[config.mk]
export PLATFORM = sky130hd
export DESIGN_NAME = window_switch_flat
export DESIGN_NICKNAME = d
export VERILOG_FILES = /design/src/rtl/window_switch_if.sv /design/src/rtl/window_switch.sv /design/src/flat_wrapper.sv
export SDC_FILE = /design/constraint.sdc
export NUM_CORES = 1
export LEC_CHECK = 0
export ABC_AREA = 1
export CELL_PAD_IN_SITES_DETAIL_PLACEMENT = 0
export CELL_PAD_IN_SITES_GLOBAL_PLACEMENT = 2
export CORE_MARGIN = 10
export CORE_UTILIZATION = 30
export CTS_BUF_LIST = sky130_fd_sc_hd__clkbuf_8 sky130_fd_sc_hd__clkbuf_16
export DETAILED_ROUTE_END_ITERATION = 16
export GPL_TIMING_DRIVEN = 0
export PLACE_DENSITY = 0.86
export SLEW_MARGIN = 40
export SYNTH_ARGS = -nofsm -noshare
export SYNTH_HDL_FRONTEND = slang
export SYNTH_SLANG_ARGS = --single-unit
[constraint.sdc]
create_clock -name clk -period 2.5 [get_ports clk]
set_input_delay 0.375 -clock clk [delete_from_list [all_inputs] [get_ports clk]]
set_output_delay 0.375 -clock clk [all_outputs]
set_load 0.03 [all_outputs]
[src/rtl/window_switch_if.sv]
// rtl/window_switch_if.sv - handshake bundle between window_switch and its neighbours
//
// Purpose: groups the input-beat stream and the output-window stream of
// window_switch into one interface.
//   slave  modport : the window_switch view (consumes s_*, produces m_*)
//   master modport : the environment view (produces s_*, consumes m_*)
// Signals:
//   kernel_size  windows requested for the beat being accepted
//   s_valid/s_ready/s_data           input beat stream, word 0 at LSBs
//   m_valid/m_ready/m_data/m_sel/m_last  output window stream
interface window_switch_if #(
  parameter int DATA_WIDTH      = 16,
  parameter int CONV_UNITS      = 8,
  parameter int KERNEL_SIZE_MAX = 3
) ();
  localparam int IN_SIZE = CONV_UNITS + KERNEL_SIZE_MAX - 1;
  localparam int KS_W    = $clog2(KERNEL_SIZE_MAX + 1);
  localparam int SEL_W   = (KERNEL_SIZE_MAX > 1) ? $clog2(KERNEL_SIZE_MAX) : 1;

  logic [KS_W-1:0]                  kernel_size;
  logic                             s_valid;
  logic                             s_ready;
  logic [DATA_WIDTH*IN_SIZE-1:0]    s_data;
  logic                             m_valid;
  logic                             m_ready;
  logic [DATA_WIDTH*CONV_UNITS-1:0] m_data;
  logic [SEL_W-1:0]                 m_sel;
  logic                             m_last;

  modport slave (
    input  kernel_size, s_valid, s_data, m_ready,
    output s_ready, m_valid, m_data, m_sel, m_last
  );

  modport master (
    output kernel_size, s_valid, s_data, m_ready,
    input  s_ready, m_valid, m_data, m_sel, m_last
  );
endinterface

[src/rtl/window_switch.sv]
// rtl/window_switch.sv - emits K shifted CONV_UNITS-wide windows of each held input beat
//
// Purpose: accepts one IN_SIZE-word beat, then presents windows m_sel=0..K-1
// where lane i of window j is input word i+j. Back-to-back beats are accepted
// on the handshake of the final window so there is no bubble between beats.
// Ports:
//   clk  - rising-edge clock
//   rst  - synchronous active-high reset
//   bus  - window_switch_if.slave (kernel_size, s_* input beat, m_* output window)
// Configuration macro:
//   WINDOW_SWITCH_CLEAR_EN - when defined, m_data reads 0 whenever m_valid=0;
//                            otherwise m_data keeps the last window shown.
module window_switch #(
  parameter int DATA_WIDTH      = 16,
  parameter int CONV_UNITS      = 8,
  parameter int KERNEL_SIZE_MAX = 3
) (
  input  logic           clk,
  input  logic           rst,
  window_switch_if.slave bus
);
  localparam int IN_SIZE = CONV_UNITS + KERNEL_SIZE_MAX - 1;
  localparam int KS_W    = $clog2(KERNEL_SIZE_MAX + 1);
  localparam int SEL_W   = (KERNEL_SIZE_MAX > 1) ? $clog2(KERNEL_SIZE_MAX) : 1;
  localparam int IN_W    = DATA_WIDTH * IN_SIZE;
  localparam int OUT_W   = DATA_WIDTH * CONV_UNITS;

  typedef enum logic {IDLE, SHIFT} state_e;

  state_e            state_q, state_d;
  logic [IN_W-1:0]   data_q, data_d;
  logic [OUT_W-1:0]  win_q, win_d;
  logic [SEL_W-1:0]  sel_q, sel_d;
  logic [SEL_W-1:0]  klast_q, klast_d;   // K-1 of the held beat

  logic [KS_W-1:0]   k_eff;
  logic [SEL_W-1:0]  klast_new;
  logic [SEL_W-1:0]  sel_nxt;
  logic [OUT_W-1:0]  win_nxt;
  logic              last;
  logic              hs;
  logic              s_ready;
  logic              accept;

  // Clamp the requested window count into 1..KERNEL_SIZE_MAX.
  always_comb begin
    k_eff = bus.kernel_size;
    if (bus.kernel_size == '0) begin
      k_eff = KS_W'(1);
    end else if (bus.kernel_size > KS_W'(KERNEL_SIZE_MAX)) begin
      k_eff = KS_W'(KERNEL_SIZE_MAX);
    end
  end

  assign klast_new = SEL_W'(k_eff - KS_W'(1));
  assign sel_nxt   = sel_q + SEL_W'(1);
  // Window j is the held beat shifted down by j words; only the low lanes survive.
  assign win_nxt   = OUT_W'(data_q >> (DATA_WIDTH * sel_nxt));

  assign last    = (state_q == SHIFT) && (sel_q == klast_q);
  assign hs      = (state_q == SHIFT) && bus.m_ready;
  // Gated by rst so nothing is accepted during the reset cycle itself.
  assign s_ready = !rst && ((state_q == IDLE) || (last && bus.m_ready));
  assign accept  = bus.s_valid && s_ready;

  always_comb begin
    state_d = state_q;
    data_d  = data_q;
    win_d   = win_q;
    sel_d   = sel_q;
    klast_d = klast_q;
    if (accept) begin
      // Covers both the IDLE load and the back-to-back load on the final handshake.
      state_d = SHIFT;
      data_d  = bus.s_data;
      klast_d = klast_new;
      sel_d   = '0;
      win_d   = bus.s_data[OUT_W-1:0];
    end else if (hs) begin
      if (last) begin
        state_d = IDLE;
        sel_d   = '0;
      end else begin
        sel_d = sel_nxt;
        win_d = win_nxt;
      end
    end
  end

  always_ff @(posedge clk) begin
    if (rst) begin
      state_q <= IDLE;
      data_q  <= '0;
      win_q   <= '0;
      sel_q   <= '0;
      klast_q <= '0;
    end else begin
      state_q <= state_d;
      data_q  <= data_d;
      win_q   <= win_d;
      sel_q   <= sel_d;
      klast_q <= klast_d;
    end
  end

  assign bus.s_ready = s_ready;
  assign bus.m_valid = (state_q == SHIFT);
  assign bus.m_sel   = sel_q;
  assign bus.m_last  = last;
`ifdef WINDOW_SWITCH_CLEAR_EN
  assign bus.m_data  = (state_q == SHIFT) ? win_q : '0;
`else
  assign bus.m_data  = win_q;
`endif
endmodule
[src/flat_wrapper.sv]
// flat-port wrapper written by rule: the top's interface ports become plain ports
module window_switch_flat 
#(
  parameter int DATA_WIDTH      = 16,
  parameter int CONV_UNITS      = 8,
  parameter int KERNEL_SIZE_MAX = 3
)
  (clk, rst, bus_kernel_size, bus_s_valid, bus_s_data, bus_m_ready, bus_s_ready, bus_m_valid, bus_m_data, bus_m_sel, bus_m_last);
  window_switch_if #(.DATA_WIDTH(DATA_WIDTH), .CONV_UNITS(CONV_UNITS), .KERNEL_SIZE_MAX(KERNEL_SIZE_MAX)) bus_i ();
  input  logic clk;
  input  logic rst;
  input wire logic [$bits(bus_i.kernel_size)-1:0] bus_kernel_size;
  input wire logic [$bits(bus_i.s_valid)-1:0] bus_s_valid;
  input wire logic [$bits(bus_i.s_data)-1:0] bus_s_data;
  input wire logic [$bits(bus_i.m_ready)-1:0] bus_m_ready;
  output wire logic [$bits(bus_i.s_ready)-1:0] bus_s_ready;
  output wire logic [$bits(bus_i.m_valid)-1:0] bus_m_valid;
  output wire logic [$bits(bus_i.m_data)-1:0] bus_m_data;
  output wire logic [$bits(bus_i.m_sel)-1:0] bus_m_sel;
  output wire logic [$bits(bus_i.m_last)-1:0] bus_m_last;
  assign bus_i.kernel_size = bus_kernel_size;
  assign bus_i.s_valid = bus_s_valid;
  assign bus_i.s_data = bus_s_data;
  assign bus_i.m_ready = bus_m_ready;
  assign bus_s_ready = bus_i.s_ready;
  assign bus_m_valid = bus_i.m_valid;
  assign bus_m_data = bus_i.m_data;
  assign bus_m_sel = bus_i.m_sel;
  assign bus_m_last = bus_i.m_last;
  window_switch #(.DATA_WIDTH(DATA_WIDTH), .CONV_UNITS(CONV_UNITS), .KERNEL_SIZE_MAX(KERNEL_SIZE_MAX)) u_core (.clk(clk), .rst(rst), .bus(bus_i));
endmodule
==> summary.md, run 1 <==
| Metric | Value |
|---|---|
| R2R depth | `11` |
| Register share of total power | `36.7%` |
| Initial core utilization | `30.4%` |
| Ys Warns | `0` |
| Final ANT Viol Nets | `0` |
| CTS buffer count | `38` |
| First-pass detailed-route iteration total | `5` |
| Routed WL | `84000 µm` |
| Worst R2R Setup Slack | `0.09 ns` |
| Reg2reg start | `u_core.bus.m_sel[1]` |
| Switching Fraction | `33.3%` |
| Status | `finished clean` |
| Non-Filler Instances | `3607` |
| Max Cap Violations | `0` |
| Clk root buf | `clkbuf_16` |
| Pwr dens | `691 nW/µm²` |
| Critical Path Sink | `bus_s_ready` |
| I/O Buffers | `297` |
| Total gr overflow | `0` |
| Clock sink count | `293` |
| Leakage Power | `9.81 nW` |
| Final Critical Period | `2.44 ns` |
| Overall power | `14.5 mW` |
| IO Pins | `299` |
| Row Count | `83` |
| CP startpoint kind | `register` |
| Iteration-0 DRC Markers | `1187` |
| Synth area leaders | `dfxtp_1 (37%), nand2_1 (17%), inv_1 (9.4%)` |
| Clk buf depth | `3` |
| Worst VDD drop | `0.450 mV` |
| Top-area cell type share of the netlist area | `37.5%` |
| Clk slew on worst S/H paths | `0.07 ns` |
| Synthesized Nets | `2722` |
| WHS Path Cells | `3` |
| Final HPWL DP | `69000 µm` |
| Routed vias | `17600` |
| Largest net degree at the start of global routing | `15` |
| Final setup fails | `0` |
| Class of the most critical setup path | `register to primary output` |
| FMAX | `0.410 GHz` |
| Core Footprint | `51500 µm²` |
| Cell area after synthesis | `15700 µm²` |
| CTS tree | `built` |
| Routed wire per std cell | `23.3 µm` |
| Yosys reg bits | `293` |
| Die W | `248 µm` |
| Reg2reg end | `u_core.data_q[31]` |
| CP Capture Type | `primary output` |
| Die area | `61700 µm²` |
| First-pass GRT wire length | `121000 µm` |
| Tightest Pin Transition | `0.957 ns` |
| Initial antenna violation count | `4` |
| DRC | `0` |
| RSZ-0062 raised after global routing | `no` |
| Area grow syn2layout | `33.7%` |
| Share of cells above drive strength 1 | `7.28%` |
| GRT Resource Usage Total | `26.0%` |
| Largest area contributor in the netlist | `dfxtp_1` |
| Mean post-synth cell area | `6.13 µm²` |
| CP required | `2.12 ns` |
| H-tree levels | `2` |
| Die Ht | `248 µm` |
| Vias per cell | `4.89` |
| Clock Latency Late Sink | `0.57 ns` |
| Final hold vios | `0` |
| Gate power share | `23.5%` |
| Worst EP arrival | `2.06 ns` |
| Period utilization | `97.6%` |
| Worst Setup SP | `u_core.bus.m_sel[1]` |
| Psw | `4.81 mW` |
| Post-route cell area | `20900 µm²` |
| Slew headroom | `35.5%` |
| Final Max Slew Viols | `0` |
| Total negative setup slack | `0 ns` |
| Final GP Congestion | `0.971` |
| Crit-path max FO | `5` |
| Number of global-route vias before repair | `17500` |
| P_int | `9.64 mW` |
| Max Clock Skew | `0.0159 ns` |
| NumNets Final | `3063` |
| Clock network power share | `39.8%` |
| Unique cell type count in the Yosys netlist | `22` |
| Worst Hold Class | `input pin to register` |
| Placed inst area | `19500 µm²` |
| Cell count after synthesis | `2556` |
| Post-Place Cells | `3534` |
| Post-synthesis sequential area ratio | `37.5%` |
## per-layer routing
metal | share of wire (%) | up-vias | global-route usage [%]
li1 | - | 8739 | -
met1 | 42 | 8262 | 30.7
met2 | 49 | 508 | 46.0
met3 | 4.5 | 118 | 4.06
met4 | 4.3 | 2 | 10.9
met5 | 0.015 | - | 0
## state kept, by name, summed over array words and instances (netlist names)
name,flops
u_core.bus.m_data,128
u_core.bus.m_sel,2
u_core.bus.m_valid,1
u_core.data_q,160
u_core.klast_q,2
## power by group through the flow
stage	clock network (mW)	registers (mW)	logic (mW)
after floorplan	0	5.69	1.48
after global routing	6.01	5.34	3.70
after global placement	0	5.39	3.36
after CTS	5.86	5.30	3.41
after detailed placement	0	5.40	3.37
final	5.75	5.30	3.40
## synthesized netlist by cell type (all sizes together)
cell    count
a21oi      19
nor2      212
xnor2       1
dfxtp     293
clkbuf     85
nand4     160
inv       414
o22ai      18
o21ai     275
buf       108
nand3     224
a22oi      16
clkinv     11
nand2     720
## how the worst min path moves through the flow
stage                           from            endpoint  slack, ns
finish               bus_s_data[146]  u_core.data_q[146]       0.37
global placement    u_core.data_q[2]    u_core.data_q[2]       0.47
detailed placement  u_core.data_q[2]    u_core.data_q[2]       0.48
CTS                  bus_s_data[146]  u_core.data_q[146]       0.35
global route         bus_s_data[149]  u_core.data_q[149]       0.38
floorplan                        rst  u_core.bus.m_valid       0.44
## repair_timing
item	4_1_cts	5_1_grt
pin swaps	3	1
hold buffers	0	0
buffers inserted	3	1
endpoints found under the setup margin	232	68
resized for setup	38	16
## stage by stage
| step | utilization, % | hold slack [ns] | worst slack [ns] |
|---|---|---|---|
| 6_report | 40.6 | 0.368 | 0.0612 |
| 5_1_grt | 40.6 | 0.380 | 0.000936 |
| 4_1_cts | 40.6 | 0.352 | -0.0119 |
| 3_3_place_gp | 37.8 | 0.469 | -0.848 |
| 2_1_floorplan | - | 0.444 | 0.385 |
| 3_5_place_dp | 37.9 | 0.477 | -0.742 |
## cell type report
class / instances / area, µm²
Buffer: 192 / 902
Tap cell: 680 / 851
Clock inverter: 20 / 155
Clock buffer: 49 / 1140
Sequential cell: 293 / 5870
Multi-Input combinational cell: 1645 / 7400
Timing Repair Buffer: 302 / 3020
Fill cell: 5627 / 30600
Inverter: 425 / 1600
Antenna cell: 1 / 2.50
## logic make-up (layout without fill, tap and decap cells)
logic type | after synthesis | after routing | share of synthesized area, %
AO/OA/AOI/OAI | 328 | 328 | 10.9
XOR/XNOR | 1 | 1 | 0.0560
buffers and inverters | 618 | 988 | 15.6
flip-flops | 293 | 293 | 37.5
other | 0 | 1 | 0
AND/OR/NAND/NOR | 1316 | 1316 | 36.0
## placed cells by master, fill, tap and decap left out
cell type and instances:
a21oi_1 18, a21oi_4 1, a22oi_1 16, buf_1 15, buf_2 75, buf_4 13, buf_6 2, buf_8 2
bufinv_16 2, clkbuf_1 76, clkbuf_16 41, clkbuf_2 10, clkbuf_4 5, clkbuf_8 8, clkdlybuf4s15_2 1, clkdlybuf4s50_1 295
clkinv_1 11, clkinv_2 10, clkinvlp_4 4, dfxtp_1 290, dfxtp_2 3, diode_2 1, inv_1 395, inv_2 23
nand2_1 715, nand2_2 5, nand3_1 221, nand3_2 2, nand3_4 1, nand4_1 160, nor2_1 209, nor2_2 1
nor2_4 2, o21ai_0 259, o21ai_1 14, o21ai_2 2, o22ai_1 18, xnor2_1 1
## critical path, stage by stage (launching register included)
cell	delay, ns
dfxtp_2	0.39
inv_2	0.08
nand2_1	0.07
nand2_1	0.05
nor2_1	0.22
nand3_2	0.20
a21oi_4	0.28
buf_4	0.21
Note: power is estimated with default switching activity, not from simulation.
==> run 2, diff against run 1 <==
--- a/config.mk
+++ b/config.mk
@@ -8,7 +8,7 @@
 export ABC_AREA = 1
 export CELL_PAD_IN_SITES_DETAIL_PLACEMENT = 0
 export CELL_PAD_IN_SITES_GLOBAL_PLACEMENT = 2
-export CORE_MARGIN = 10
+export CORE_MARGIN = 2
 export CORE_UTILIZATION = 30
 export CTS_BUF_LIST = sky130_fd_sc_hd__clkbuf_8 sky130_fd_sc_hd__clkbuf_16
 export DETAILED_ROUTE_END_ITERATION = 16
==> run 2 against run 1 <==
Effect of this change:
- sequential share of layout area rose by 0.092 points
- design area fell by 0.37%
- register-to-register slack worse by 0.06 ns
- fmax down 1.2%
- sequential power hardly changed
- non-clock buffer count is 2 lower
- critical path type is now register to register
- via count increased by 0.12%
- largest power group unchanged
- sequential cell count stayed put
- total power decreased by 1.9%
- setup slack worse by 0.030 ns
- first-iteration DRC count rose by 4.2%
==> summary.md, run 2 (synthesized netlist as in run 1, its figures left out) <==
| Metric | Value |
|---|---|
| FF/Latch Area | `5870 µm² (about the same)` |
| Total gr overflow | `0 (unchanged)` |
| # fillers | `5684 (+1.0%)` |
| Die Ht | `232 µm (-6.4%)` |
| Tightest Pin Transition | `1.00 ns (+0.0475 ns)` |
| Core Footprint | `51400 µm² (-0.20%)` |
| Routed wire per std cell | `22.2 µm (-4.6%)` |
| Routed vias | `17700 (+0.12%)` |
| Area grow syn2layout | `33.2%` |
| Status | `finished clean` |
| Die W | `232 µm (-6.4%)` |
| Worst EP arrival | `2.96 ns (+0.90 ns)` |
| Largest net degree at the start of global routing | `15 (unchanged)` |
| Reg2reg start | `u_core.bus.m_sel[0]` |
| Final hold vios | `0 (unchanged)` |
| R2R depth | `11 (unchanged)` |
| Overall power | `14.2 mW (-1.9%)` |
| Initial antenna violation count | `2 (-2)` |
| Most frequent cells in the layout | `nand2_1 (715), inv_1 (402), clkdlybuf4s50_1 (295), dfxtp_1 (292), o21ai_0 (256)` |
| P_int | `9.51 mW (-1.4%)` |
| NumNets Final | `3061 (-0.065%)` |
| Final setup fails | `0 (unchanged)` |
| Clock Latency Late Sink | `0.56 ns (about the same)` |
| Final GP Congestion | `1.02 (+4.6%)` |
| First-pass GRT wire length | `114000 µm (-5.6%)` |
| Leakage Power | `9.80 nW (-0.10%)` |
| Row Count | `83 (unchanged)` |
| Final Max Slew Viols | `0 (unchanged)` |
| Register share of total power | `37.3% (+0.6 points)` |
| Hold Startpoint | `bus_s_data[150]` |
| H-tree levels | `2 (unchanged)` |
| Worst VDD drop | `0.563 mV (+25%)` |
| Worst Setup SP | `u_core.bus.m_sel[0]` |
| Pwr dens | `680 nW/µm² (-1.6%)` |
| Share of cells above drive strength 1 | `6.95% (-0.33 points)` |
| Area occupied by multi-input gates | `7410 µm² (about the same)` |
| Post-Place Cells | `3533 (-0.028%)` |
| CP required | `2.99 ns (+0.87 ns)` |
| Switching Fraction | `32.9% (-0.39 points)` |
| Worst Hold Class | `input pin to register` |
| Non-Filler Instances | `3603 (-0.11%)` |
| CTS buffer count | `38 (unchanged)` |
| Class of the most critical setup path | `register to register` |
| CP startpoint kind | `register` |
| Largest register by flop count | `u_core.data_q` |
| Period utilization | `98.8% (+1.2 points)` |
| Max Cap Violations | `0 (unchanged)` |
| Initial core utilization | `30.5% (+0.061 points)` |
| Max Clock Skew | `0.0163 ns (+0.000396 ns)` |
| Final HPWL DP | `65200 µm (-5.5%)` |
| FMAX | `0.405 GHz (-1.2%)` |
| IO Pins | `299 (unchanged)` |
| Post-CTS Hold Fix Bufs | `0 (unchanged)` |
| Clock sink count | `293 (unchanged)` |
| CTS tree | `built` |
| I/O Buffers | `297 (unchanged)` |
| Most common cell after layout, fill and taps aside | `nand2_1` |
| Number of global-route vias before repair | `17200 (-1.6%)` |
| WHS Path Cells | `3 (unchanged)` |
| Vias per cell | `4.90 (+0.24%)` |
| GRT Resource Usage Total | `29.1% (+3.1 points)` |
| DRC | `0 (unchanged)` |
| Slew headroom | `32.3% (-3.2 points)` |
| Die area | `54000 µm² (-12%)` |
| Clk slew on worst S/H paths | `0.06 ns (about the same)` |
| First-pass detailed-route iteration total | `5 (unchanged)` |
| Final ANT Viol Nets | `0 (unchanged)` |
| Gate power share | `23.8% (+0.3 points)` |
| Max reg flops | `160 (unchanged)` |
| Crit-path max FO | `10 (+5)` |
| Clk buf depth | `3 (unchanged)` |
| Clk root buf | `clkbuf_16` |
| Clock network power share | `38.9% (-0.9 points)` |
| Psw | `4.66 mW (-3.1%)` |
| CP Capture Type | `register` |
| Routed WL | `80000 µm (-4.8%)` |
| Iteration-0 DRC Markers | `1237 (+4.2%)` |
| Final Critical Period | `2.47 ns (+0.0303 ns)` |
## run 2: changes by cell type in the layout (fill, tap and decap cells not counted), sizes merged
cell	delta
clkinvlp	-2
bufinv	-1
clkinv	-6
clkbuf	-7
buf	+5
inv	+7
## run 2: path summary, 6_finish.rpt
path,to,slack [ns]
max,u_core.bus.m_data[106],0.03
min,u_core.data_q[150],0.39
min reg2reg,u_core.data_q[1],0.48
max reg2reg,u_core.bus.m_data[106],0.03
## run 2: metal layers
metal  routed length, µm  global-route usage, %
met1               33800                   35.2
met2               39000                   51.6
met3                3430                   3.35
met4                3860                   12.9
met5                   0                      0
## run 2: through the flow
stage / setup TNS [ns] / area, µm² / hold slack, ns / util, % / worst slack (ns)
6_report: 0 / 20900 / 0.386 / 40.6 / 0.0309
5_1_grt: -0.0836 / 20900 / 0.380 / 40.6 / -0.0147
4_1_cts: -0.243 / 20800 / 0.366 / 40.5 / -0.0719
3_5_place_dp: -88.87 / 19500 / 0.468 / 37.9 / -0.753
3_3_place_gp: -160.73 / 19500 / 0.468 / 37.9 / -0.857
2_1_floorplan: 0 / 15700 / 0.444 / - / 0.385
## run 2: critical path, stage by stage (launching register included)
cell and delay [ns]:
dfxtp_1 0.48, inv_2 0.17, nor2_4 0.28, inv_1 0.20
clkbuf_1 0.25, o21ai_0 0.48, a21oi_1 0.12, nand2_1 0.10
nand2_1 0.09, nand2_1 0.09, inv_1 0.04, nor2_1 0.09
## run 2: repair_timing
action / CTS / global route
endpoints found under the setup margin: 225 / 229
cloned: 0 / 0
pin swaps: 2 / 1
gates resized for setup: 30 / 19
setup buffers: 3 / 0
## run 2: final cells by class
| cell class | count | area share, % |
|---|---|---|
| multi-input cells | 1645 | 35.5 |
| flip-flops and latches | 293 | 28.1 |
| repair buffers | 300 | 14.4 |
| inverters | 425 | 7.65 |
| clock buffers | 49 | 5.45 |
| plain buffers | 192 | 4.23 |
| well taps | 680 | 4.08 |
| clock inverters | 18 | 0.510 |
| diodes | 1 | 0.0120 |
## run 2: power by group through the flow
stage | clock [mW] | sequential [mW] | combinational [mW]
2_1_floorplan | 0 | 5.69 | 1.48
3_3_place_gp | 0 | 5.38 | 3.33
3_5_place_dp | 0 | 5.39 | 3.34
4_1_cts | 5.62 | 5.29 | 3.37
5_1_grt | 5.80 | 5.33 | 3.67
6_report | 5.51 | 5.29 | 3.37
==> run 3, diff against run 2 <==
--- a/config.mk
+++ b/config.mk
@@ -9,11 +9,11 @@
 export CELL_PAD_IN_SITES_DETAIL_PLACEMENT = 0
 export CELL_PAD_IN_SITES_GLOBAL_PLACEMENT = 2
 export CORE_MARGIN = 2
-export CORE_UTILIZATION = 30
+export CORE_UTILIZATION = 27
 export CTS_BUF_LIST = sky130_fd_sc_hd__clkbuf_8 sky130_fd_sc_hd__clkbuf_16
 export DETAILED_ROUTE_END_ITERATION = 16
 export GPL_TIMING_DRIVEN = 0
-export PLACE_DENSITY = 0.86
+export PLACE_DENSITY = 0.78
 export SLEW_MARGIN = 40
 export SYNTH_ARGS = -nofsm -noshare
 export SYNTH_HDL_FRONTEND = slang
==> constraint.sdc (replaced) <==
create_clock -name clk -period 2.65 [get_ports clk]
set_input_delay 0.3975 -clock clk [delete_from_list [all_inputs] [get_ports clk]]
set_output_delay 0.3975 -clock clk [all_outputs]
set_load 0.03 [all_outputs]
==> run 3 against run 2 <==
Effect of this change:
- count of clock-buffer cells in the layout up 2
- clock skew is 0.0094 ns higher
- hold slack better by 0.023 ns
==> summary.md, run 3 (synthesized netlist as in run 1, its figures left out) <==
| Metric | Value |
|---|---|
| GR Util met2 | `46.1% (-5.6 points)` |
| Slowest CP cell | `a21oi_1` |
| DRC | `0 (unchanged)` |
| Initial antenna violation count | `0 (-2)` |
| Clk root buf | `clkbuf_16` |
| Die Ht | `245 µm (+5.3%)` |
| Worst Hold Class | `input pin to register` |
| CP required | `3.12 ns (+0.13 ns)` |
| Initial core utilization | `27.2% (-3.2 points)` |
| NumNets Final | `3062 (+0.033%)` |
| Class of the most critical setup path | `register to register` |
| Routed vias | `17700 (+0.18%)` |
| Period utilization | `99.8% (+0.98 points)` |
| Met1 usage | `31.4% (-3.9 points)` |
| Most frequent CP cell | `nand2_1` |
| Gate power share | `22.7% (-1.1 points)` |
| P_int | `9.45 mW (-0.67%)` |
| Leakage Power | `9.83 nW (+0.37%)` |
| Worst EP arrival | `3.12 ns (+0.16 ns)` |
| Clk buf depth | `3 (unchanged)` |
| Largest register by flop count | `u_core.data_q` |
| Overall power | `14.0 mW (-1.4%)` |
| GRT Resource Usage Total | `26.1% (-3.0 points)` |
| Final GP Congestion | `0.995 (-2.0%)` |
| Worst hold slack | `0.409 ns (+0.0230 ns)` |
| Busiest grt layer | `met2` |
| Clock sink count | `293 (unchanged)` |
| Routed wire per std cell | `21.6 µm (-2.6%)` |
| Die area | `59900 µm² (+11%)` |
| Core Footprint | `57500 µm² (+12%)` |
| IO Pins | `299 (unchanged)` |
| Share of cells above drive strength 1 | `6.81% (-0.14 points)` |
| CP Cell Sequence | `buf_2 -> clkbuf_1 -> o21ai_0 -> a21oi_1 -> nand2_1 -> nand2_1 -> nand2_1 -> inv_2 -> nor2_1` |
| Routed WL | `79900 µm (-0.22%)` |
| Number of global-route vias before repair | `17500 (+1.6%)` |
| Crit-path max FO | `10 (unchanged)` |
| Slew headroom | `36.4% (+4.1 points)` |
| First-pass GRT wire length | `115000 µm (+0.57%)` |
| Max Cap Violations | `0 (unchanged)` |
| Tightest Pin Transition | `0.945 ns (-0.0603 ns)` |
| CP Capture Type | `register` |
| Non-Filler Instances | `3690 (+2.4%)` |
| Post-CTS Hold Fix Bufs | `0 (unchanged)` |
| Final Max Slew Viols | `0 (unchanged)` |
| Total negative setup slack | `0 ns (unchanged)` |
| H-tree levels | `2 (unchanged)` |
| Final Critical Period | `2.64 ns (+0.174 ns)` |
| Row Count | `88 (+6.0%)` |
| # fillers | `6360 (+12%)` |
| Iteration-0 DRC Markers | `1059 (-14%)` |
| Worst VDD drop | `0.375 mV (-33%)` |
| Final setup fails | `0 (unchanged)` |
| Max Clock Skew | `0.0258 ns (+0.00943 ns)` |
| First-pass detailed-route iteration total | `6 (+1)` |
| RSZ-0062 raised after global routing | `yes` |
| CP startpoint kind | `register` |
| Clk slew on worst S/H paths | `0.07 ns (about the same)` |
| I/O Buffers | `297 (unchanged)` |
| CTS buffer count | `40 (+5.3%)` |
| Register share of total power | `35.8% (-1.5 points)` |
| Final HPWL DP | `64800 µm (-0.51%)` |
| Area grow syn2layout | `34.5%` |
| Final ANT Viol Nets | `0 (unchanged)` |
| FMAX | `0.378 GHz (-6.6%)` |
| Final hold vios | `0 (unchanged)` |
| Most common cell after layout, fill and taps aside | `nand2_1` |
| Clock Latency Late Sink | `0.58 ns (+0.02 ns)` |
| Vias per cell | `4.79 (-2.2%)` |
| CTS tree | `built` |
| Post-Place Cells | `3619 (+2.4%)` |
| Slowest cell delay on critical path | `0.53 ns (+0.05 ns)` |
| Largest net degree at the start of global routing | `20 (+5)` |
| M3 GR Usage | `3.00% (-0.35 points)` |
| Max reg flops | `160 (unchanged)` |
| Pwr dens | `664 nW/µm² (-2.4%)` |
| Most frequent cells in the layout | `nand2_1 (718), inv_1 (397), clkdlybuf4s50_1 (295), dfxtp_1 (291), o21ai_0 (263)` |
| Die W | `245 µm (+5.3%)` |
| Psw | `4.53 mW (-2.9%)` |
| Switching Fraction | `32.4% (-0.50 points)` |
| Clock network power share | `41.6% (+2.7 points)` |
| Status | `finished clean` |
| Total gr overflow | `0 (unchanged)` |
[run 3: final cells by class]
type                       instances  area [µm²]  share of cell area [%]
inverter                         425        1600                    7.57
timing repair buffer             299        3000                    14.3
tap                              765         957                    4.54
clock buffer                      51        1160                    5.52
sequential                       293        5870                    27.9
clock inverter                    19         231                    1.10
buffer                           192         872                    4.14
multi-input combinational       1645        7370                    35.0
antenna                            1        2.50                  0.0119
[run 3: critical path, delay by kind of cell, from the launching register on]
family / cells / cell delay, ns
buffers and inverters: 3 / 0.87
AOI/OAI and AO/OA: 2 / 0.92
and+or+nand+nor: 4 / 0.33
DFF: 1 / 0.41
[run 3: per-layer routing]
layer / vias up / part of all wire, %
met1: 8265 / 42
met3: 151 / 4.4
li1: 8738 / -
met2: 529 / 49
met4: 0 / 5.0
met5: - / 0
[run 3: worst paths after layout]
check,from,endpoint,slack (ns),cells past startpoint
worst max-delay path,u_core.bus.m_sel[0],u_core.bus.m_data[102],0.007,9
worst min-delay path,bus_s_data[146],u_core.data_q[146],0.41,3
worst max register to register,u_core.bus.m_sel[0],u_core.bus.m_data[102],0.007,9
worst min register to register,u_core.data_q[2],u_core.data_q[2],0.48,2
[run 3: timing repair]
action	4_1_cts	5_1_grt
resized for setup	17	12
buffers inserted	1	0
pin swaps	1	0
hold endpoints to repair	0	0
setup endpoints to repair	24	207
[run 3: power by group through the flow]
stage	combinational, mW	sequential, mW	clock, mW
final	3.17	5.00	5.81
after global routing	3.45	5.03	6.10
after CTS	3.18	5.00	5.92
after detailed placement	3.16	5.09	0
after global placement	3.14	5.09	0
after floorplan	1.39	5.37	0
[run 3: stage by stage]
step                      utilization [%]  instance area [µm²]  worst slack, ns
final                                36.6                21100          0.00662
after global routing                 36.6                21100         -0.00663
after CTS                            36.6                21000         -0.00923
after global placement               34.1                19600           -0.842
after detailed placement             34.1                19600           -0.602
after floorplan                         -                15700            0.512
